<file path="src/rtl/keypad_scan_ctrl_pkg.sv">
// keypad_scan_ctrl_pkg: matrix geometry, scan FSM states, scan-result classes and classifier
package keypad_scan_ctrl_pkg;
  localparam int ROW_N = 5;
  localparam int COL_N = 4;
  localparam int KEYS = ROW_N * COL_N;
  localparam int CODE_W = $clog2(KEYS);
  localparam int RW = $clog2(ROW_N);
  typedef enum logic [1:0] {SETTLE, SAMPLE, EVAL} scan_state_e;
  typedef enum logic [1:0] {NONE, SINGLE, MULTI} scan_class_e;
  typedef struct packed {
    scan_class_e cls;
    logic [CODE_W-1:0] code;
  } scan_result_t;
  function automatic scan_result_t classify(input logic [KEYS-1:0] img);
    scan_result_t r;
    int n;
    n = 0;
    r.code = '0;
    for (int i = 0; i < KEYS; i++) begin
      if (img[i]) begin
        n++;
        r.code = CODE_W'(i);
      end
    end
    r.cls = n == 0 ? NONE : n == 1 ? SINGLE : MULTI;
    if (n != 1) r.code = '0;
    return r;
  endfunction
endpackage

</file>
<file path="src/rtl/keypad_scan_ctrl_if.sv">
// keypad_scan_ctrl_if: key-code handshake between the scanner and its consumer
interface keypad_scan_ctrl_if;
  logic readn;
  logic RDY;
  logic [keypad_scan_ctrl_pkg::CODE_W-1:0] key_code;
  logic overrun;
  modport master(input readn, output RDY, key_code, overrun);
  modport slave(output readn, input RDY, key_code, overrun);
endinterface

</file>
<file path="src/rtl/keypad_scan_ctrl_debounce.sv">
// keypad_scan_ctrl_debounce: whole-scan debounce producing one accept per press
module keypad_scan_ctrl_debounce
  import keypad_scan_ctrl_pkg::*;
#(
  parameter int DEBOUNCE_SCANS = 400
) (
  input  logic         clk_100mhz,
  input  logic         RSTN,
  input  logic         eval,
  input  scan_result_t res,
  output logic         accept
);
  localparam int CW = $clog2(DEBOUNCE_SCANS + 1);
  scan_result_t prev;
  logic [CW-1:0] cnt;
  logic reported, same, hit, rearm;
  assign same = res == prev;
  assign hit = eval && (same ? cnt == CW'(DEBOUNCE_SCANS - 1) : DEBOUNCE_SCANS == 1);
  assign accept = hit && res.cls == SINGLE && !reported;
  assign rearm = hit && res.cls == NONE;
  always_ff @(posedge clk_100mhz) begin
    if (!RSTN) begin
      prev <= '{NONE, '0};
      cnt <= '0;
      reported <= 1'b0;
    end else if (eval) begin
      prev <= res;
      cnt <= !same ? CW'(1) : cnt == CW'(DEBOUNCE_SCANS) ? cnt : cnt + CW'(1);
      reported <= accept || (reported && !rearm);
    end
  end
endmodule

</file>
<file path="src/rtl/keypad_scan_ctrl.sv">
// keypad_scan_ctrl: 5x4 matrix row scanner with whole-scan debounce and RDY/readn key handshake
module keypad_scan_ctrl
  import keypad_scan_ctrl_pkg::*;
#(
  parameter int SETTLE_CYC = 1000,
  parameter int DEBOUNCE_SCANS = 400
) (
  input  logic               clk_100mhz,
  input  logic               RSTN,
  input  logic [COL_N-1:0]   K_COL,
  output logic [ROW_N-1:0]   K_ROW,
  keypad_scan_ctrl_if.master kp
);
  localparam int SW = $clog2(SETTLE_CYC + 1);
  scan_state_e state, state_n;
  logic [RW-1:0] row, row_n;
  logic [SW-1:0] cnt, cnt_n;
  logic [COL_N-1:0] col_s1, col_s2;
  logic [KEYS-1:0] image;
  logic settled, last_row, eval, accept, rd;
  scan_result_t res;
  assign settled = cnt == SW'(SETTLE_CYC - 1);
  assign last_row = row == RW'(ROW_N - 1);
  assign eval = state == EVAL;
  assign K_ROW = ~(ROW_N'(1) << row);
  assign res = classify(image);
  assign rd = !kp.readn && kp.RDY;
  always_comb begin
    state_n = state == SETTLE ? (settled ? SAMPLE : SETTLE) : state == SAMPLE ? (last_row ? EVAL : SETTLE) : SETTLE;
    cnt_n = state == SETTLE && !settled ? cnt + SW'(1) : '0;
    row_n = eval ? '0 : state == SAMPLE && !last_row ? row + RW'(1) : row;
  end
  always_ff @(posedge clk_100mhz) begin
    if (!RSTN) begin
      state <= SETTLE;
      row <= '0;
      cnt <= '0;
      col_s1 <= '1;
      col_s2 <= '1;
      image <= '0;
    end else begin
      state <= state_n;
      row <= row_n;
      cnt <= cnt_n;
      col_s1 <= K_COL;
      col_s2 <= col_s1;
      if (state == SAMPLE) image[int'(row) * COL_N +: COL_N] <= ~col_s2;
    end
  end
  always_ff @(posedge clk_100mhz) begin
    if (!RSTN) begin
      kp.RDY <= 1'b0;
      kp.key_code <= '0;
      kp.overrun <= 1'b0;
    end else begin
      kp.RDY <= accept || (kp.RDY && kp.readn);
      kp.overrun <= !rd && (kp.overrun || (accept && kp.RDY));
      if (accept) kp.key_code <= res.code;
    end
  end
  keypad_scan_ctrl_debounce #(.DEBOUNCE_SCANS(DEBOUNCE_SCANS)) u_deb (
    .clk_100mhz(clk_100mhz),
    .RSTN(RSTN),
    .eval(eval),
    .res(res),
    .accept(accept)
  );
endmodule

</file>
<file path="src/flat_wrapper.sv">
// flat-port wrapper written by rule: the top's interface ports become plain ports
module keypad_scan_ctrl_flat import keypad_scan_ctrl_pkg::*;
#(
  parameter int SETTLE_CYC = 1000,
  parameter int DEBOUNCE_SCANS = 400
)
  (clk_100mhz, RSTN, K_COL, K_ROW, kp_readn, kp_RDY, kp_key_code, kp_overrun);
  keypad_scan_ctrl_if kp_i ();
  input  logic clk_100mhz;
  input  logic RSTN;
  input  logic [COL_N-1:0] K_COL;
  output logic [ROW_N-1:0] K_ROW;
  input wire logic [$bits(kp_i.readn)-1:0] kp_readn;
  output wire logic [$bits(kp_i.RDY)-1:0] kp_RDY;
  output wire logic [$bits(kp_i.key_code)-1:0] kp_key_code;
  output wire logic [$bits(kp_i.overrun)-1:0] kp_overrun;
  assign kp_i.readn = kp_readn;
  assign kp_RDY = kp_i.RDY;
  assign kp_key_code = kp_i.key_code;
  assign kp_overrun = kp_i.overrun;
  keypad_scan_ctrl #(.SETTLE_CYC(SETTLE_CYC), .DEBOUNCE_SCANS(DEBOUNCE_SCANS)) u_core (.clk_100mhz(clk_100mhz), .RSTN(RSTN), .K_COL(K_COL), .K_ROW(K_ROW), .kp(kp_i));
endmodule
</file>
<file path="config.mk">
export PLATFORM = sky130hd
export DESIGN_NAME = keypad_scan_ctrl_flat
export DESIGN_NICKNAME = d
export VERILOG_FILES = /design/src/rtl/keypad_scan_ctrl_pkg.sv /design/src/rtl/keypad_scan_ctrl_if.sv /design/src/rtl/keypad_scan_ctrl_debounce.sv /design/src/rtl/keypad_scan_ctrl.sv /design/src/flat_wrapper.sv
export SDC_FILE = /design/constraint.sdc
export NUM_CORES = 1
export LEC_CHECK = 0
export CAP_MARGIN = 20
export CORE_MARGIN = 5
export CORE_UTILIZATION = 44
export DETAILED_ROUTE_END_ITERATION = 8
export PLACE_DENSITY = 0.59
export SYNTH_ARGS = -nofsm -noshare
export SYNTH_HDL_FRONTEND = slang
export SYNTH_SLANG_ARGS = --single-unit
</file>
<file path="constraint.sdc">
create_clock -name clk_100mhz -period 20 [get_ports clk_100mhz]
set_input_delay 2 -clock clk_100mhz [delete_from_list [all_inputs] [get_ports clk_100mhz]]
set_output_delay 2 -clock clk_100mhz [all_outputs]
set_load 0.005 [all_outputs]
</file>
# --- After elaboration in Yosys (flattened, before gate mapping) ---
# Index checks and enable logic that the tools add are counted.
totals:
  ff_bits: 67
  input_bits: 7
  out_inout_bits: 12
  elab_cells: 129
classes:
  n_addsub: 23
  eq_ne: 11
  n_shift: 3
  mux: 50
  bitwise_logic: 3
  reduce_logical: 26
op_table:
  columns: ["operator", "n"]
  rows:
  - ["$mux W32", 19]
  - ["$add A32 B2 Y32 const B", 18]
  - ["$neg A5 Y33", 1]
  - ["$shift A4 B33 Y20 const A", 1]
  - ["$shiftx A4 B33 Y20", 1]
  - ["$eq A32 B2 Y1 const B", 1]
  - ["$logic_not A32 Y1", 1]
  - ["$mux W4", 8]
  - ["$ne A32 B2 Y1 const B", 1]
  - ["$mux W5", 5]
  - ["$bwmux W20", 1]
  - ["$eq A9 B9 Y1 const B", 2]
  - ["$mux W9", 2]
  - ["$mux W2", 7]
  - ["$mux W3", 4]
  - ["$logic_and A1 B1 Y1", 11]
  - ["$add A10 B1 Y10 const B", 1]
  - ["$eq A10 B10 Y1 const B", 1]
  - ["$add A9 B1 Y9 const B", 1]
  - ["$eq A7 B7 Y1", 1]
  - ["$logic_not A1 Y1", 6]
  - ["$not A5 Y5", 1]
  - ["$shl A1 B3 Y5 const A", 1]
  - ["$eq A2 B1 Y1 const B", 2]
  - ["12 further kinds", 19]

# --- Depth between registers and ports, before layout ---
# Gate-level depths: netlist (run 1).
logic_depth:
  ltp_word: 50
  mapped_depth: 70
  depth_no_buf: 69

# --- Hierarchy ---
# A second synthesis (run 1) with hierarchy kept.
unflattened:
  hier_cells: 745
  area_unflattened_um2: 5997.0
modules_own_cells:
  columns: ["module", "n_inst", "cells_per_inst", "area_each_um2", "seq_area_each_um2"]
  rows:
  - ["keypad_scan_ctrl", 1, 630, 5032.3, 1001.0]
  - ["keypad_scan_ctrl_debounce", 1, 115, 964.7, 340.3]

# --- Least setup slack after synthesis (run 1) ---
# OpenSTA, ideal clock, no wires.
synth_timing:
  kind: "reg2reg"
  start: "register u_core.image[0]"
  end: "register u_core.u_deb.cnt[0]"
  arrival_time_ns: 12.707
  t_required_ns: 19.878
  path_slack_ns: 7.172
  path_stages_with_launch: 69
  path_buffers: 0
  path_cell_list: "dfxtp_1 inv_1 ha_1 xor2_1 ha_1 nand2_1 o31ai_1 ha_1 mux2_2 ha_1 nand2_1 o41ai_2 or2_2 ha_1 nand2b_1 o31a_2 ha_1 mux2_2 (+33 left out) o31ai_1 ha_1 inv_1 a21oi_1 ha_1 nand2_1 nand2_1 ha_1 and3_1 nor3b_1 nand2b_1 mux2i_1 nor3_1 a311o_1 nor4_4 mux2i_1 nand2_1 o311a_1"
synth_via:
  elab_chain_len: 45
synth_lines:
  columns: ["item", "line_no", "source"]
  rows:
  - ["start: declaration", "keypad_scan_ctrl.sv:19", "logic [KEYS-1:0] image;"]
  - ["start signal: indexed assignment", "keypad_scan_ctrl.sv:47", "if (state == SAMPLE) image[int'(row) * COL_N +: COL_N] <= ~col_s2;"]
  - ["$mux W1 *", "keypad_scan_ctrl_pkg.sv:20", "if (img[i]) begin"]
  - ["$add A1 B1 Y2", "keypad_scan_ctrl_pkg.sv:21", "n++;"]
  - ["$mux W32 *", "keypad_scan_ctrl_pkg.sv:20", null]
  - ["$add A32 B2 Y32", "keypad_scan_ctrl_pkg.sv:21", null]
  - ["$mux W32 *", "keypad_scan_ctrl_pkg.sv:20", null]
  - ["$add A32 B2 Y32", "keypad_scan_ctrl_pkg.sv:21", null]
  - ["$mux W32 *", "keypad_scan_ctrl_pkg.sv:20", null]
  - ["$add A32 B2 Y32", "keypad_scan_ctrl_pkg.sv:21", null]
  - ["(+28 left out)", null, null]
  - ["$mux W32 *", "keypad_scan_ctrl_pkg.sv:20", null]
  - ["$add A32 B2 Y32", "keypad_scan_ctrl_pkg.sv:21", null]
  - ["$mux W32 *", "keypad_scan_ctrl_pkg.sv:20", null]
  - ["$eq A32 B2 Y1", "keypad_scan_ctrl_pkg.sv:25", "r.cls = n == 0 ? NONE : n == 1 ? SINGLE : MULTI;"]
  - ["$mux W2 (2 in a row)", "keypad_scan_ctrl_pkg.sv:25", null]
  - ["$eq A7 B7 Y1 *", "keypad_scan_ctrl_debounce.sv:17", "assign same = res == prev;"]
  - ["$ne A2 B2 Y1 (no source line)", null, null]
  - ["$reduce_and A2 Y1 (no source line)", null, null]
  - ["end signal: assignment", "keypad_scan_ctrl_debounce.sv:28", "cnt <= !same ? CW'(1) : cnt == CW'(DEBOUNCE_SCANS) ? cnt : cnt + CW'(1);"]
  - ["end: declaration", "keypad_scan_ctrl_debounce.sv:15", "logic [CW-1:0] cnt;"]
# Mark *: on every way between the ends. The rest lies on a longest branch, timed or not.
# A chain may end at the register's enable or synchronous reset.

# --- Worst setup path after layout (run 1) ---
# Ends and elaborated chain as after synthesis.

==> results.sh, run 1 <==
export IMPL_antenna_found_initial=0
export IMPL_clock_latency_ns=0.33
export IMPL_setup_clock_skew_after_layout_ns=0.00465
export IMPL_drt_met1_wl_um=6500
export IMPL_mappedNetlistArea_um2=6130
export IMPL_n_antenna_cell=0
export IMPL_detail_route_antenna_nets=0
export IMPL_ys_dominant_reg_cell="sky130_fd_sc_hd__dfxtp_1"
export IMPL_viasPerCell=5.58
export IMPL_max_cap_viol_count=0
export IMPL_crit_buf_inv=5
export IMPL_finalWorstSetupSlack_ns=5.62
export IMPL_synthToLayoutAreaGrowth_pct=8.97
export IMPL_setup_violations=0
export IMPL_global_route_wire_length_before_repair_um=24000
export IMPL_drt_pass1_iterations=5
export IMPL_worst_setup_path_type="reg2reg"
export IMPL_drv_slew=0
export IMPL_synth_yosys_warnings=0
export IMPL_initial_utilization_pct=44.5
export IMPL_cts_tree="built"
export IMPL_fp_dieH_um=128
export IMPL_timing_critical_path_slowest_cell_delay_ns=0.49
export IMPL_ctsRootBufferMaster="sky130_fd_sc_hd__clkbuf_16"
export IMPL_number_of_instances_in_the_synthesized_netlist=783
export IMPL_cts_setup_buffers=0
export IMPL_setup_total_negative_slack_ns=0
export IMPL_ys_seq_area_share_pct=21.9
export IMPL_design_die_area_um2=16400
export IMPL_timing_critical_path_to_type="flip-flop"
export IMPL_cp_data_arrival_time_ns=14.59
export IMPL_num_nets_final=815
export IMPL_syn_mean_instance_area_um2=7.82
export IMPL_power_density_nw_per_um2=43.3
export IMPL_grtUsageTotal_pct=17.1
export IMPL_crit_path_max_fanout=9
export IMPL_worst_hold_path_type="reg2reg"
export IMPL_final_cell_mix="sky130_fd_sc_hd__nor2_1 (99), sky130_fd_sc_hd__nand2_1 (78), sky130_fd_sc_hd__dfxtp_1 (67)"
export IMPL_met3RoutedLength_um=374
export IMPL_row_count=43
export IMPL_routabilityCongestion=0.874
export IMPL_fillCellCount=1400
export IMPL_post_route_cells_drive_above_1_share_pct=7.14
export IMPL_rsz0062_at_grt="false"
export IMPL_async_reset_ff_share_pct=0
export IMPL_first_global_vias=5265
export IMPL_critical_path_slowest_cell="sky130_fd_sc_hd__nor4_4"
export IMPL_cts_repair_resize_count=0
export IMPL_critical_path_most_common_cell="sky130_fd_sc_hd__ha_1"
export IMPL_ctsLongestPathBuffers=2
export IMPL_detail_route_wl_per_cell_um=14.1
export IMPL_hpwl_reported_at_the_end_of_detailed_placement_um=10600
export IMPL_power_ir_vdd_worst_mv=0.0546
export IMPL_path_clk_slew_ns=0.05
export IMPL_postCtsHoldBufs=0
export IMPL_yosysUniqueCellTypes=87
export IMPL_critical_path_top_delay_family="adder cells"
export IMPL_startpoint_type="flip-flop"
export IMPL_yosys_register_bits=67
export IMPL_status="finished, final reports clean"
export IMPL_layout_cells_most_common="sky130_fd_sc_hd__nor2_1"
export IMPL_max_freq_mhz=69.5
export IMPL_period_needed_ns=14.38
export IMPL_drc=0
export IMPL_tightestPinTransition_ns=0.779
export IMPL_totalWireLength_um=13600
export IMPL_floorplan_io_pins=19
export IMPL_dp_worst_setup_slack_ns=5.71
export IMPL_dr_first_iter_drc_count=299
export IMPL_synth_fp_nets=819
export IMPL_cp_required_ns=20.21
export IMPL_gr_total_overflow=0
export IMPL_highest_layer="met4"
export IMPL_maximum_number_of_pins_on_one_net_before_global_route_repair=40
export IMPL_final_hold_fails=0
export IMPL_cts_made_buffers=9
export IMPL_cts_htree_levels=3
export IMPL_die_span_x_um=128
export IMPL_core_region_area_um2=13800
export IMPL_port_buffers=18
export IMPL_clock_sinks=67
export IMPL_synth_edff_count=0
export IMPL_final_critical_path_share_of_the_clock_period_pct=71.9
export IMPL_routed_wl_met2_um=6530
export IMPL_relSlewSlack_pct=48.0
export IMPL_cellLeakagePower_uw=0.00260
export IMPL_vias=5383
## cell families (layout without fill, tap and decap cells)
logic type / after synthesis / after routing / share of synthesized area, %
buf+inv: 68 / 69 / 4.70
fa+ha+maj: 30 / 30 / 6.09
simple gates: 353 / 353 / 29.2
mux: 20 / 20 / 3.45
xor+xnor: 87 / 87 / 16.4
compound gates: 158 / 158 / 18.3
flops: 67 / 67 / 21.9
## stage by stage
stage	hold slack, ns	area, µm²	utilization, %	std cells	power, µW
global placement	0.397	6390	46.4	948	144
floorplan	0.386	6130	-	783	142
finish	0.408	6680	48.5	964	289
detailed placement	0.402	6390	46.4	948	144
global route	0.432	6680	48.5	964	300
CTS	0.415	6680	48.5	964	293
## metal layers
layer / vias up / global-route usage (%)
li1: 2805 / -
met1: 2490 / 22.2
met2: 74 / 29.6
met3: 14 / 2.50
met4: 0 / 4.99
met5: - / 0
## flip-flops by register name, indices dropped and copies added, names as in the netlist
| name | flops |
|---|---|
| u_core.state | 2 |
| u_core.u_deb.cnt | 9 |
| u_core.kp.key_code | 5 |
| u_core.col_s2 | 4 |
| u_core.image | 20 |
| u_core.kp.RDY | 1 |
| u_core.cnt | 10 |
| u_core.row | 3 |
| u_core.kp.overrun | 1 |
| u_core.col_s1 | 4 |
| u_core.u_deb.prev | 7 |
| u_core.u_deb.reported | 1 |
## power by group
group / internal (µW) / switching, µW / leakage, µW / total (µW)
Combinational: 2.26 / 3.03 / 0.00192 / 5.30
Clock: 90.7 / 57.5 / 0.000134 / 148
Sequential: 135 / 0.966 / 0.000542 / 136
## path summary, 6_finish.rpt
path / startpoint / end / slack, ns / depth (start not counted)
setup / recovery: u_core.image[0]$_SDFFE_PN0P_ / u_core.u_deb.cnt[0]$_SDFFE_PN0P_ / 5.62 / 68
hold / removal: u_core.col_s1[0]$_SDFF_PN1_ / u_core.col_s2[0]$_SDFF_PN1_ / 0.41 / 1
setup reg to reg: u_core.image[0]$_SDFFE_PN0P_ / u_core.u_deb.cnt[0]$_SDFFE_PN0P_ / 5.62 / 68
hold reg to reg: u_core.col_s1[0]$_SDFF_PN1_ / u_core.col_s2[0]$_SDFF_PN1_ / 0.41 / 1
## Yosys cell counts (all sizes together), types with 14 or more instances
cell    number  area (µm²)
and3        17         111
xnor3       14         319
xor2        29         262
xnor2       43         399
nand2       79         299
nor2       101         394
mux2i       14         144
ha          29         363
nand2b      17         106
nor3        28         140
o21ai       21         105
clkbuf      25        93.8
inv         32         120
nand3       31         155
dfxtp       67        1340
a21oi       42         214
## cell type report
cell class | instances | area [µm²] | share of cell area (%)
repair buffers | 21 | 203 | 3.04
clock inverters | 5 | 36.3 | 0.544
flip-flops and latches | 67 | 1340 | 20.1
well taps | 180 | 225 | 3.37
inverters | 32 | 120 | 1.80
clock buffers | 11 | 253 | 3.79
multi-input cells | 648 | 4500 | 67.4
Note: power is estimated with default switching activity, not from simulation.
==> inputs of run 2 (changes only) <==
==> constraint.sdc (replaced) <==
create_clock -name clk_100mhz -period 15.1 [get_ports clk_100mhz]
set_input_delay 1.51 -clock clk_100mhz [delete_from_list [all_inputs] [get_ports clk_100mhz]]
set_output_delay 1.51 -clock clk_100mhz [all_outputs]
set_load 0.005 [all_outputs]
==> run 2 against run 1 <==
Effect of this change: clock power up 41%; combinational power is 33% higher; wire length is 1.5% higher; worst hold slack better by 0.0044 ns; sequential cell count unchanged; core utilization is 0.50 points higher; power grew 36%; via count rose by 1.2%.
==> results.sh, run 2 (synthesized netlist as in run 1, its figures left out) <==
export IMPL_drt_pass1_iterations=5
export IMPL_layout_cells_most_common="sky130_fd_sc_hd__nor2_1"
export IMPL_vias=5447
export IMPL_gr_total_overflow=0
export IMPL_detail_route_antenna_nets=0
export IMPL_largest_registers="u_core.image x20, u_core.cnt x10, u_core.u_deb.cnt x9"
export IMPL_setup_violations=0
export IMPL_top_register="u_core.image"
export IMPL_setup_clock_skew_after_layout_ns=0.00537
export IMPL_drv_slew=0
export IMPL_drc=0
export IMPL_cts_htree_levels=3
export IMPL_final_critical_path_share_of_the_clock_period_pct=92.0
export IMPL_power_ir_vdd_worst_mv=0.0745
export IMPL_max_cap_viol_count=0
export IMPL_ctsRootBufferMaster="sky130_fd_sc_hd__clkbuf_16"
export IMPL_timing_reg2reg_setup_slack_ns=1.21
export IMPL_power_density_nw_per_um2=58.5
export IMPL_worst_hold_path_type="reg2reg"
export IMPL_tightestPinTransition_ns=0.795
export IMPL_die_span_x_um=128
export IMPL_startpoint_type="flip-flop"
export IMPL_cellLeakagePower_uw=0.00263
export IMPL_port_buffers=18
export IMPL_final_hold_fails=0
export IMPL_worst_setup_path_type="reg2reg"
export IMPL_grtUsageTotal_pct=17.5
export IMPL_crit_path_max_fanout=7
export IMPL_row_count=43
export IMPL_timing_critical_path_to_type="flip-flop"
export IMPL_fp_dieH_um=128
export IMPL_detail_route_wl_per_cell_um=14.3
export IMPL_clock_latency_ns=0.33
export IMPL_critical_path_most_common_cell="sky130_fd_sc_hd__ha_1"
export IMPL_totalWireLength_um=13800
export IMPL_global_route_wire_length_before_repair_um=24500
export IMPL_relSlewSlack_pct=46.9
export IMPL_design_die_area_um2=16400
export IMPL_first_global_vias=5322
export IMPL_clock_sinks=67
export IMPL_dr_first_iter_drc_count=262
export IMPL_cp_required_ns=15.35
export IMPL_status="finished, final reports clean"
export IMPL_placed_cells=948
export IMPL_ctsLongestPathBuffers=2
export IMPL_rsz0062_at_grt="false"
export IMPL_timing_critical_path_slowest_cell_delay_ns=0.40
export IMPL_hpwl_reported_at_the_end_of_detailed_placement_um=10600
export IMPL_whs_ns=0.413
export IMPL_flip_flop_count_of_the_largest_register_after_layout=20
export IMPL_final_cell_mix="sky130_fd_sc_hd__nor2_1 (99), sky130_fd_sc_hd__nand2_1 (77), sky130_fd_sc_hd__dfxtp_1 (67)"
export IMPL_routabilityCongestion=0.874
export IMPL_post_route_cells_drive_above_1_share_pct=8.01
export IMPL_setup_total_negative_slack_ns=0
export IMPL_max_freq_mhz=72.0
export IMPL_n_antenna_cell=0
export IMPL_viasPerCell=5.63
export IMPL_postCtsHoldBufs=0
export IMPL_path_clk_slew_ns=0.06
export IMPL_cts_made_buffers=9
export IMPL_critical_path_slowest_cell="sky130_fd_sc_hd__and4_2"
export IMPL_synthToLayoutAreaGrowth_pct=10.1
export IMPL_period_needed_ns=13.89
export IMPL_cp_data_arrival_time_ns=14.14
export IMPL_fillCellCount=1363
export IMPL_num_nets_final=818
export IMPL_core_region_area_um2=13800
export IMPL_post_layout_nonfiller_instances=967
export IMPL_cts_tree="built"
export IMPL_initial_utilization_pct=44.5
export IMPL_antenna_found_initial=0
export IMPL_maximum_number_of_pins_on_one_net_before_global_route_repair=40
export IMPL_floorplan_io_pins=19
==> run 2: worst paths after layout <==
path / startpoint / cells after the start / endpoint
hold reg to reg: u_core.col_s1[3]$_SDFF_PN1_ / 1 / u_core.col_s2[3]$_SDFF_PN1_
hold / removal: u_core.col_s1[3]$_SDFF_PN1_ / 1 / u_core.col_s2[3]$_SDFF_PN1_
setup reg to reg: u_core.image[0]$_SDFFE_PN0P_ / 69 / u_core.kp.key_code[2]$_SDFFE_PN0P_
setup / recovery: u_core.image[0]$_SDFFE_PN0P_ / 69 / u_core.kp.key_code[2]$_SDFFE_PN0P_
==> run 2: stage by stage <==
| step | setup WS [ns] | area (µm²) | util (%) | power, µW |
|---|---|---|---|---|
| floorplan | 2.27 | 6130 | - | 188 |
| global placement | 1.39 | 6390 | 46.4 | 191 |
| detailed placement | 0.790 | 6390 | 46.4 | 191 |
| CTS | 0.740 | 6690 | 48.6 | 399 |
| global route | 0.00859 | 6740 | 49.0 | 408 |
| finish | 1.21 | 6740 | 49.0 | 395 |
==> run 2: critical path: cells and delay by family (launching register included) <==
kind	cells	cell delay, ns
adders and majority gates	18	5.67
muxes	5	1.24
xor gates and xnor gates	1	0.18
AOI/OAI and AO/OA	15	2.26
DFF	1	0.35
buffers and inverters	6	0.60
and+or+nand+nor	24	3.51
==> run 2: cell type report <==
| type | count | area, µm² | share of cell area, % |
|---|---|---|---|
| clock buffer | 9 | 225 | 3.34 |
| inverter | 32 | 120 | 1.78 |
| timing repair buffer | 24 | 225 | 3.34 |
| tap | 180 | 225 | 3.34 |
| clock inverter | 7 | 78.8 | 1.17 |
| sequential | 67 | 1340 | 19.9 |
| multi-input combinational | 648 | 4530 | 67.1 |
==> run 2: what timing repair did <==
item | CTS | global route
buffers inserted | 0 | 3
hold endpoints to repair | 0 | 0
endpoints found under the setup margin | 0 | 17
gates resized for setup | 0 | 8
==> run 2: layer usage <==
metal / vias to the layer above / wire [µm] / global-route usage, %
li1: 2814 / - / -
met1: 2528 / 6540 / 22.9
met2: 82 / 6670 / 30.1
met3: 23 / 363 / 2.25
met4: 0 / 209 / 5.12
met5: - / 0 / 0
==> run 2: where the power goes <==
group	leakage (µW)	internal [µW]	switching [µW]
registers	0.000542	178	1.25
clock network	0.000138	128	79.4
logic	0.00195	3.00	4.06
total	0.00263	310	84.7
